## src/rtl/tlul_pkg.sv

```systemverilog
// Minimal TL-UL D-channel types, response integrity extraction and the
// inverted SECDED encoders (64/57 for the response header, 39/32 for data).
package tlul_pkg;

    localparam int DataMaxWidth   = 32;
    localparam int D2HRspMaxWidth = 57;
    localparam int RspIntgWidth   = 7;
    localparam int DataIntgWidth  = 7;

    typedef struct packed {
        logic [RspIntgWidth-1:0]  rsp_intg;
        logic [DataIntgWidth-1:0] data_intg;
    } tl_d2h_user_t;

    typedef struct packed {
        logic                    d_valid;
        logic [2:0]              d_opcode;
        logic [2:0]              d_param;
        logic [1:0]              d_size;
        logic [7:0]              d_source;
        logic                    d_sink;
        logic [DataMaxWidth-1:0] d_data;
        tl_d2h_user_t            d_user;
        logic                    d_error;
        logic                    a_ready;
    } tl_d2h_t;

    typedef struct packed {
        logic [2:0] opcode;
        logic [1:0] size;
        logic       error;
    } tl_d2h_rsp_intg_t;

    function automatic tl_d2h_rsp_intg_t extract_d2h_rsp_intg(input tl_d2h_t tl);
        tl_d2h_rsp_intg_t r;
        r.opcode = tl.d_opcode;
        r.size   = tl.d_size;
        r.error  = tl.d_error;
        return r;
    endfunction

    function automatic logic [63:0] secded_inv_64_57_enc(input logic [56:0] d);
        logic [63:0] c;
        c     = {7'd0, d};
        c[57] = ^(c & 64'h0103FFF800007FFF);
        c[58] = ^(c & 64'h017C1FF801FF801F);
        c[59] = ^(c & 64'h01BDE1F87E0781E1);
        c[60] = ^(c & 64'h01DEEE3B8E388E22);
        c[61] = ^(c & 64'h01EF76CDB2C93244);
        c[62] = ^(c & 64'h01F7BB56D5525488);
        c[63] = ^(c & 64'h01FBDDA769A46910);
        return c ^ 64'h5400000000000000;
    endfunction

    function automatic logic [38:0] secded_inv_39_32_enc(input logic [31:0] d);
        logic [38:0] c;
        c     = {7'd0, d};
        c[32] = ^(c & 39'h002606BD25);
        c[33] = ^(c & 39'h00DEBA8050);
        c[34] = ^(c & 39'h00413D89AA);
        c[35] = ^(c & 39'h0031234ED1);
        c[36] = ^(c & 39'h00C2C1323B);
        c[37] = ^(c & 39'h002DCC624C);
        c[38] = ^(c & 39'h0098505586);
        return c ^ 39'h2A00000000;
    endfunction

endpackage

```

## src/rtl/tlul_rsp_intg_arb_pkg.sv

```systemverilog
// Constants shared by the TL-UL response arbiter and its round-robin core.
package tlul_rsp_intg_arb_pkg;

    localparam int TlRspArbMaxSrc = 8;
    localparam int TlRspArbMinSrc = 2;

    function automatic bit num_src_legal(input int n);
        return (n >= TlRspArbMinSrc) && (n <= TlRspArbMaxSrc);
    endfunction

endpackage

```

## src/rtl/tlul_rsp_rr_arb.sv

```systemverilog
// Round-robin winner search: the pointer source has highest priority and
// moves to one past the winner whenever a grant is taken.
module tlul_rsp_rr_arb #(
    parameter  int N    = 4,
    localparam int IdxW = $clog2(N)
) (
    input  logic            clk_i,
    input  logic            rst_i,
    input  logic [N-1:0]    req_i,
    input  logic            advance_i,
    output logic [IdxW-1:0] idx_o,
    output logic            valid_o
);

    logic [IdxW-1:0] r_ptr;
    logic [IdxW-1:0] w_cand;

    // Walk offsets from farthest to nearest so the closest requester wins.
    always_comb begin
        idx_o   = '0;
        valid_o = 1'b0;
        w_cand  = '0;
        for (int k = N - 1; k >= 0; k--) begin
            w_cand = IdxW'((int'(r_ptr) + k) % N);
            if (req_i[w_cand]) begin
                valid_o = 1'b1;
                idx_o   = w_cand;
            end
        end
    end

    always_ff @(posedge clk_i) begin
        if (rst_i) begin
            r_ptr <= '0;
        end else if (advance_i && valid_o) begin
            r_ptr <= (idx_o == IdxW'(N - 1)) ? '0 : idx_o + 1'b1;
        end
    end

endmodule

```

## src/rtl/tlul_rsp_intg_arb.sv

```systemverilog
// Merges NumSrc TL-UL response channels into one registered response.
// Define TLUL_RSP_ARB_INTG_GEN_EN to regenerate rsp_intg/data_intg for the winner.
module tlul_rsp_intg_arb
    import tlul_pkg::*;
    import tlul_rsp_intg_arb_pkg::*;
#(
    parameter  int NumSrc      = 4,
    parameter  bit LockOnStall = 1'b1,
    localparam int IdxW        = $clog2(NumSrc)
) (
    input  logic                         clk_i,
    input  logic                         rst_i,
    input  tl_d2h_t [NumSrc-1:0]         tl_src_i,
    output logic    [NumSrc-1:0]         src_ready_o,
    output tl_d2h_t                      tl_o,
    input  logic                         d_ready_i,
    output logic    [IdxW-1:0]           gnt_idx_o
);

    if (!num_src_legal(NumSrc)) begin : g_num_src_check
        $fatal(1, "tlul_rsp_intg_arb: NumSrc must be within 2..8");
    end

    tl_d2h_t           r_out;
    logic [IdxW-1:0]   r_gnt;
    logic              w_accept;
    logic              w_win_valid;
    logic [IdxW-1:0]   w_win_idx;
    logic [NumSrc-1:0] w_req;
    tl_d2h_t           w_win_rsp;

    // The register only ever refills when empty or draining, so both
    // stall policies reduce to the same accept term.
    assign w_accept = LockOnStall ? (~r_out.d_valid | d_ready_i)
                                  : (~r_out.d_valid | d_ready_i);

    for (genvar gi = 0; gi < NumSrc; gi++) begin : g_src
        assign w_req[gi]       = tl_src_i[gi].d_valid;
        assign src_ready_o[gi] = w_accept & ~rst_i & w_win_valid
                               & (w_win_idx == IdxW'(gi));
    end

    tlul_rsp_rr_arb #(
        .N (NumSrc)
    ) u_rr_arb (
        .clk_i     (clk_i),
        .rst_i     (rst_i),
        .req_i     (w_req),
        .advance_i (w_accept),
        .idx_o     (w_win_idx),
        .valid_o   (w_win_valid)
    );

`ifdef TLUL_RSP_ARB_INTG_GEN_EN
    logic [63:0] w_rsp_cw;
    logic [38:0] w_data_cw;

    always_comb begin
        w_win_rsp = tl_src_i[w_win_idx];
        w_rsp_cw  = secded_inv_64_57_enc(
            {{(D2HRspMaxWidth - $bits(tl_d2h_rsp_intg_t)){1'b0}},
             extract_d2h_rsp_intg(w_win_rsp)});
        w_data_cw = secded_inv_39_32_enc(w_win_rsp.d_data);
        w_win_rsp.d_user.rsp_intg  = w_rsp_cw[63:57];
        w_win_rsp.d_user.data_intg = w_data_cw[38:32];
    end
`else
    always_comb begin
        w_win_rsp = tl_src_i[w_win_idx];
    end
`endif

    always_ff @(posedge clk_i) begin
        if (rst_i) begin
            r_out <= '0;
            r_gnt <= '0;
        end else if (w_accept) begin
            if (w_win_valid) begin
                r_out <= w_win_rsp;
                r_gnt <= w_win_idx;
            end else begin
                r_out.d_valid <= 1'b0;
            end
        end
    end

    assign tl_o      = r_out;
    assign gnt_idx_o = r_gnt;

endmodule

```

## config.mk

```make
export PLATFORM = sky130hd
export DESIGN_NAME = tlul_rsp_intg_arb
export DESIGN_NICKNAME = d
export VERILOG_FILES = /design/src/rtl/tlul_pkg.sv /design/src/rtl/tlul_rsp_intg_arb_pkg.sv /design/src/rtl/tlul_rsp_rr_arb.sv /design/src/rtl/tlul_rsp_intg_arb.sv
export SDC_FILE = /design/constraint.sdc
export NUM_CORES = 1
export LEC_CHECK = 0
export CAP_MARGIN = 10
export CORE_AREA = 3 3 131 133
export CTS_CLUSTER_DIAMETER = 40
export DETAILED_ROUTE_END_ITERATION = 7
export DIE_AREA = 0 0 134 136
export GPL_ROUTABILITY_DRIVEN = 0
export GPL_TIMING_DRIVEN = 0
export PLACE_DENSITY_LB_ADDON = 0.08
export SKIP_CTS_REPAIR_TIMING = 1
export SYNTH_ARGS = -nofsm -noshare
export SYNTH_HDL_FRONTEND = slang
export SYNTH_HIERARCHICAL = 1
export SYNTH_SLANG_ARGS = --single-unit
export TNS_END_PERCENT = 5
```

## constraint.sdc

```tcl
create_clock -name clk_i -period 6.35 [get_ports clk_i]
set_input_delay 1.27 -clock clk_i [delete_from_list [all_inputs] [get_ports clk_i]]
set_output_delay 1.27 -clock clk_i [all_outputs]
set_load 0.01 [all_outputs]
```

==> results.py, run 1 <==
metrics = {
    "status": {
        "status": "finished, final reports clean",
    },
    "drt": {
        "num_vias": 4019,
        "first_iter_violations": 106,
        "drc_errors": 0,
        "detail_route.wirelength_mm": 16.8,
        "avgViaCountPerCell": 4.80,
        "dr.pass1.iters": 4,
        "postRouteAntennaNets": 0,
        "wire_per_inst_um": 20.1,
    },
    "critical_path": {
        "r2r_start": "u_rr_arb/r_ptr[1]$_SDFFE_PP0P_",
        "critPathSlowestCell": "clkdlybuf4s50_1",
        "critPathKind": "in2out",
        "crit_arrival_ns": 3.78,
        "path_common_cell": "clkdlybuf4s50_1",
        "endpoint_kind": "primary output",
        "crit_path_max_incr_delay_ns": 0.57,
        "cp-startpoint": "tl_src_i[131]",
        "path_cells": "clkdlybuf4s50_1 > nor2_1 > nand3_1 > inv_2 > nor3_2 > buf_2 > nor3b_1 > clkdlybuf4s50_1",
        "cp.required_ns": 5.08,
        "startpoint_type": "input port",
        "cp_max_fo": 10,
    },
    "timing": {
        "slew_violations": 0,
        "finalCritPeriodShare_pct": 79.5,
        "hold_violations": 0,
        "finClkSkew_ns": 0.00422,
        "slew-limit-headroom_pct": 58.9,
        "finalSetupViolCount": 0,
        "period_needed_ns": 5.05,
        "timing.fmax_mhz": 198,
        "rsz0062_at_grt": "no",
        "worst_pin_slew_ns": 0.617,
        "setup_tns_ns": 0,
    },
    "final_layout": {
        "seqCellArea_um2": 1400,
        "stdcell_count": 838,
        "drive_above_1_share_pct": 17.5,
        "nets": 885,
        "antennaDiodeCount": 0,
        "multiInputGateArea_um2": 2260,
        "num-fill-cells": 1425,
        "area_growth_pct": 101,
    },
    "yosys": {
        "synth-seq-cells": 70,
        "synthCells": 269,
        "ys_types": 26,
        "syn_area_um2": 3900,
        "avgSynthCellArea_um2": 14.5,
        "ys_warn_count": 6,
        "ys_seq_area_share_pct": 36.0,
        "async_flop_share_pct": 0,
        "syn_nets": 536,
        "synth_top_area_cell": "mux4_2",
        "synth.area.top_cells": "mux4_2 38%, dfxtp_1 36%, a22o_1 15%",
        "synth_edf_count": 0,
        "ys.flop_type": "dfxtp_1",
        "synth_top_area_share_pct": 38.1,
    },
    "grt": {
        "grt_pass1_vias": 4430,
        "grt.total_usage_pct": 18.1,
        "grt_max_degree": 11,
        "grt_pass1_wl_mm": 24.9,
        "antenna_found_initial": 1,
        "grt-ovfl-total": 0,
    },
    "cts": {
        "cts.sinks": 70,
        "clkLatencyLatePin_ns": 0.33,
        "cts.reportedPaths.clkPinSlew_ns": 0.05,
        "htreeDepth": 3,
        "cts_tree": "built",
        "cts_buffers": 9,
        "clk_path_buf_depth": 2,
        "ctsRootBufferMaster": "clkbuf_16",
    },
    "worst_hold_path": {
        "min_path_type": "reg2reg",
        "min-delay-start": "tl_o[26]$_SDFFE_PP0P_",
    },
    "placed_design": {
        "dp_hpwl_mm": 14.1,
        "place_inst": 823,
        "port_buffers": 338,
    },
    "die": {
        "io_pins": 339,
        "rows": 46,
        "fp.dieH_um": 136,
        "start_util_pct": 24.4,
        "die_x_um": 134,
        "coreArea_um2": 15900,
        "dieArea_um2": 18200,
    },
    "power_and_ir_drop": {
        "p_per_area_nw_per_um2": 244,
        "ir_drop_uv": 128,
        "p_leak_nw": 2.92,
    },
    "job": {
        "cap_violations": 0,
    },
}
-- worst max-delay path, delay by kind of cell --
kind,cells,cell delay (ns)
buffers and inverters,4,1.54
AND/OR/NAND/NOR,4,0.95
-- metal layers --
metal  up-vias  track usage, %  wire length, um
li1       1834               -                -
met1      1942            18.8             5900
met2       213            33.4             8960
met3        28            6.22             1570
met4         2            6.91              357
met5         -               0               13
-- flip-flops by register name (all words and copies together), names as in the netlist --
register,count
gnt_idx_o,2
tl_o,66
u_rr_arb/r_ptr,2
-- final timing paths --
path	to	slack [ns]	depth (start not counted)
worst min-delay path	tl_o[26]$_SDFFE_PP0P_	0.48	1
worst max-delay path	src_ready_o[0]	1.30	8
worst max register to register	tl_o[38]$_SDFFE_PP0P_	4.01	7
worst min register to register	tl_o[26]$_SDFFE_PP0P_	0.48	1
-- where the power goes --
group | internal [mW] | switching [mW]
combinational | 0.548 | 0.311
clock | 0.305 | 0.177
sequential | 0.522 | 0.0459
-- Yosys cell counts, drive strengths merged (2+ instances only) --
library cell / count
a21oi: 8
mux4: 66
and3b: 2
a211oi: 2
clkbuf: 8
nand3: 3
buf: 22
dfxtp: 70
nor2: 4
o21ai: 3
inv: 7
a22o: 65
-- area by class of cell --
cell class                 instances  share of cell area [%]
buffer                            30                    2.65
timing repair buffer             338                    43.2
clock buffer                      15                    3.67
sequential                        70                    17.9
tap                              216                    3.45
inverter                           7                   0.335
multi-input combinational        162                    28.9
-- placed cells by master, fill, tap and decap left out, types with 2 or more instances in the layout --
cell type,synthesis,layout
clkdlybuf4s50_1,0,338
dfxtp_1,70,70
mux4_2,66,66
a22o_1,65,65
clkbuf_1,8,10
clkbuf_16,0,9
buf_6,8,8
buf_2,7,7
a21oi_1,7,7
buf_4,7,7
inv_2,4,4
nor2_1,4,4
clkbuf_8,0,4
nand3_1,3,3
o21ai_0,3,3
inv_1,3,3
and3b_1,2,2
-- per-stage QoR --
stage / power [mW] / utilization [%] / setup slack, ns / hold WS [ns] / cell area (um2)
final: 1.91 / 49.2 / 1.30 / 0.476 / 7840
after global placement: 1.44 / 47.4 / 1.18 / 0.461 / 7550
after floorplan: 1.02 / - / 2.72 / 0.492 / 3900
after detailed placement: 1.45 / 47.4 / 1.11 / 0.462 / 7550
after CTS: 1.95 / 49.2 / 1.10 / 0.478 / 7840
after global routing: 2.02 / 49.2 / 1.07 / 0.493 / 7840
-- kinds of logic after synthesis --
group	share of synthesized area, %
compound gates	17.3
flops	36.0
mux	38.1
buf+inv	6.00
simple gates	2.38
xor+xnor	0.225
No activity file was read; power rests on OpenSTA's default activity.
==> run 2, diff against run 1 <==
==> constraint.sdc (replaced) <==
create_clock -name clk_i -period 4.3 [get_ports clk_i]
set_input_delay 0.86 -clock clk_i [delete_from_list [all_inputs] [get_ports clk_i]]
set_output_delay 0.86 -clock clk_i [all_outputs]
set_load 0.01 [all_outputs]
==> results.py, run 2 (synthesis results as in run 1) <==
metrics = {
    "grt": {
        "grt_max_degree": 11,
        "grt_pass1_vias": 4430,
        "antenna_found_initial": 1,
        "grt_pass1_wl_mm": 24.9,
        "grt-ovfl-total": 0,
        "grt.total_usage_pct": 18.1,
    },
    "final_layout": {
        "num-fill-cells": 1426,
        "nets": 885,
        "antennaDiodeCount": 0,
        "layout.cells.most_common": "clkdlybuf4s50_1",
        "multiInputGateArea_um2": 2270,
        "utilization_pct": 49.2,
        "largest_reg_flops": 66,
        "drive_above_1_share_pct": 17.7,
        "layout_common_cells": "338 x clkdlybuf4s50_1, 70 x dfxtp_1, 66 x mux4_2",
        "area_growth_pct": 101,
        "seqCellArea_um2": 1400,
    },
    "worst_hold_path": {
        "min_path_type": "reg2reg",
    },
    "drt": {
        "avgViaCountPerCell": 4.82,
        "num_vias": 4038,
        "postRouteAntennaNets": 0,
        "drc_errors": 0,
        "wire_per_inst_um": 20.1,
        "dr.pass1.iters": 4,
        "detail_route.wirelength_mm": 16.8,
        "first_iter_violations": 99,
    },
    "cts": {
        "cts_buffers": 9,
        "cts_tree": "built",
        "ctsRootBufferMaster": "clkbuf_16",
        "clk_path_buf_depth": 2,
        "cts.reportedPaths.clkPinSlew_ns": 0.05,
        "clkLatencyLatePin_ns": 0.33,
        "cts.sinks": 70,
        "htreeDepth": 3,
    },
    "critical_path": {
        "startpoint_type": "input port",
        "cp.required_ns": 3.44,
        "crit_arrival_ns": 3.26,
        "endpoint_kind": "primary output",
        "critPathKind": "in2out",
        "cp_max_fo": 10,
    },
    "power_and_ir_drop": {
        "ir_drop_uv": 188,
        "p_leak_nw": 2.92,
        "p_per_area_nw_per_um2": 359,
    },
    "timing": {
        "rsz0062_at_grt": "no",
        "slew-limit-headroom_pct": 58.7,
        "period_needed_ns": 4.12,
        "setup_tns_ns": 0,
        "worst_pin_slew_ns": 0.619,
        "finalCritPeriodShare_pct": 95.9,
        "slew_violations": 0,
        "finClkSkew_ns": 0.00372,
        "setup_ws_ns": 0.176,
        "finalSetupViolCount": 0,
        "timing.fmax_mhz": 242,
        "hold_violations": 0,
    },
    "job": {
        "cap_violations": 0,
    },
    "die": {
        "coreArea_um2": 15900,
        "dieArea_um2": 18200,
        "rows": 46,
        "die_x_um": 134,
        "io_pins": 339,
        "start_util_pct": 24.4,
        "fp.dieH_um": 136,
    },
    "placed_design": {
        "dp_hpwl_mm": 14.1,
        "pre_cts_slack_ns": -0.116,
        "port_buffers": 338,
    },
    "status": {
        "status": "finished, final reports clean",
    },
}
-- run 2: power breakdown --
group,internal (mW),switching [mW],total (mW)
sequential,0.772,0.0676,0.839
clock,0.451,0.260,0.710
combinational,0.811,0.460,1.27
-- run 2: path summary, 6_finish.rpt --
check | start | to | slack, ns | cells after the start
max reg2reg | u_rr_arb/r_ptr[1]$_SDFFE_PP0P_ | tl_o[38]$_SDFFE_PP0P_ | 1.96 | 7
min reg2reg | tl_o[28]$_SDFFE_PP0P_ | tl_o[28]$_SDFFE_PP0P_ | 0.47 | 1
min | tl_o[28]$_SDFFE_PP0P_ | tl_o[28]$_SDFFE_PP0P_ | 0.47 | 1
max | tl_src_i[131] | src_ready_o[0] | 0.18 | 8
-- run 2: metrics by stage --
| stage | std cells | power (mW) | area, um2 | hold slack, ns |
|---|---|---|---|---|
| after floorplan | 269 | 1.50 | 3900 | 0.492 |
| after global placement | 823 | 2.13 | 7550 | 0.461 |
| after detailed placement | 823 | 2.14 | 7550 | 0.462 |
| after CTS | 838 | 2.88 | 7840 | 0.478 |
| after global routing | 838 | 2.98 | 7850 | 0.493 |
| final | 838 | 2.82 | 7850 | 0.474 |
-- run 2: layer usage --
layer	GRT usage (%)	wire length, um	vias to the layer above
met1	18.8	5870	1953
met4	6.91	350	2
met3	6.22	1620	26
met2	33.4	8980	223
met5	0	13	-
li1	-	-	1834
-- run 2: final cells by class --
type	instances	area share (%)
Timing Repair Buffer	338	43.1
Clock buffer	15	3.67
Sequential cell	70	17.9
Multi-Input combinational cell	162	28.9
Buffer	30	2.66
Tap cell	216	3.44
Inverter	7	0.335
-- run 2: worst max-delay path, cell delays in order --
cell	delay [ns]
clkdlybuf4s50_1	0.56
nor2_1	0.11
nand3_1	0.21
inv_2	0.09
nor3_4	0.34
buf_2	0.31
nor3b_1	0.20
clkdlybuf4s50_1	0.57
==> run 3, diff against run 2 <==
--- a/config.mk
+++ b/config.mk
@@ -5,7 +5,7 @@
 export SDC_FILE = /design/constraint.sdc
 export NUM_CORES = 1
 export LEC_CHECK = 0
-export CAP_MARGIN = 10
+export CAP_MARGIN = 30
 export CORE_AREA = 3 3 131 133
 export CTS_CLUSTER_DIAMETER = 40
 export DETAILED_ROUTE_END_ITERATION = 7
@@ -18,4 +18,4 @@
 export SYNTH_HDL_FRONTEND = slang
 export SYNTH_HIERARCHICAL = 1
 export SYNTH_SLANG_ARGS = --single-unit
-export TNS_END_PERCENT = 5
+export TNS_END_PERCENT = 20
==> results of run 3 <==
No change in the layout: final DEF, timing and power equal those of run 2.
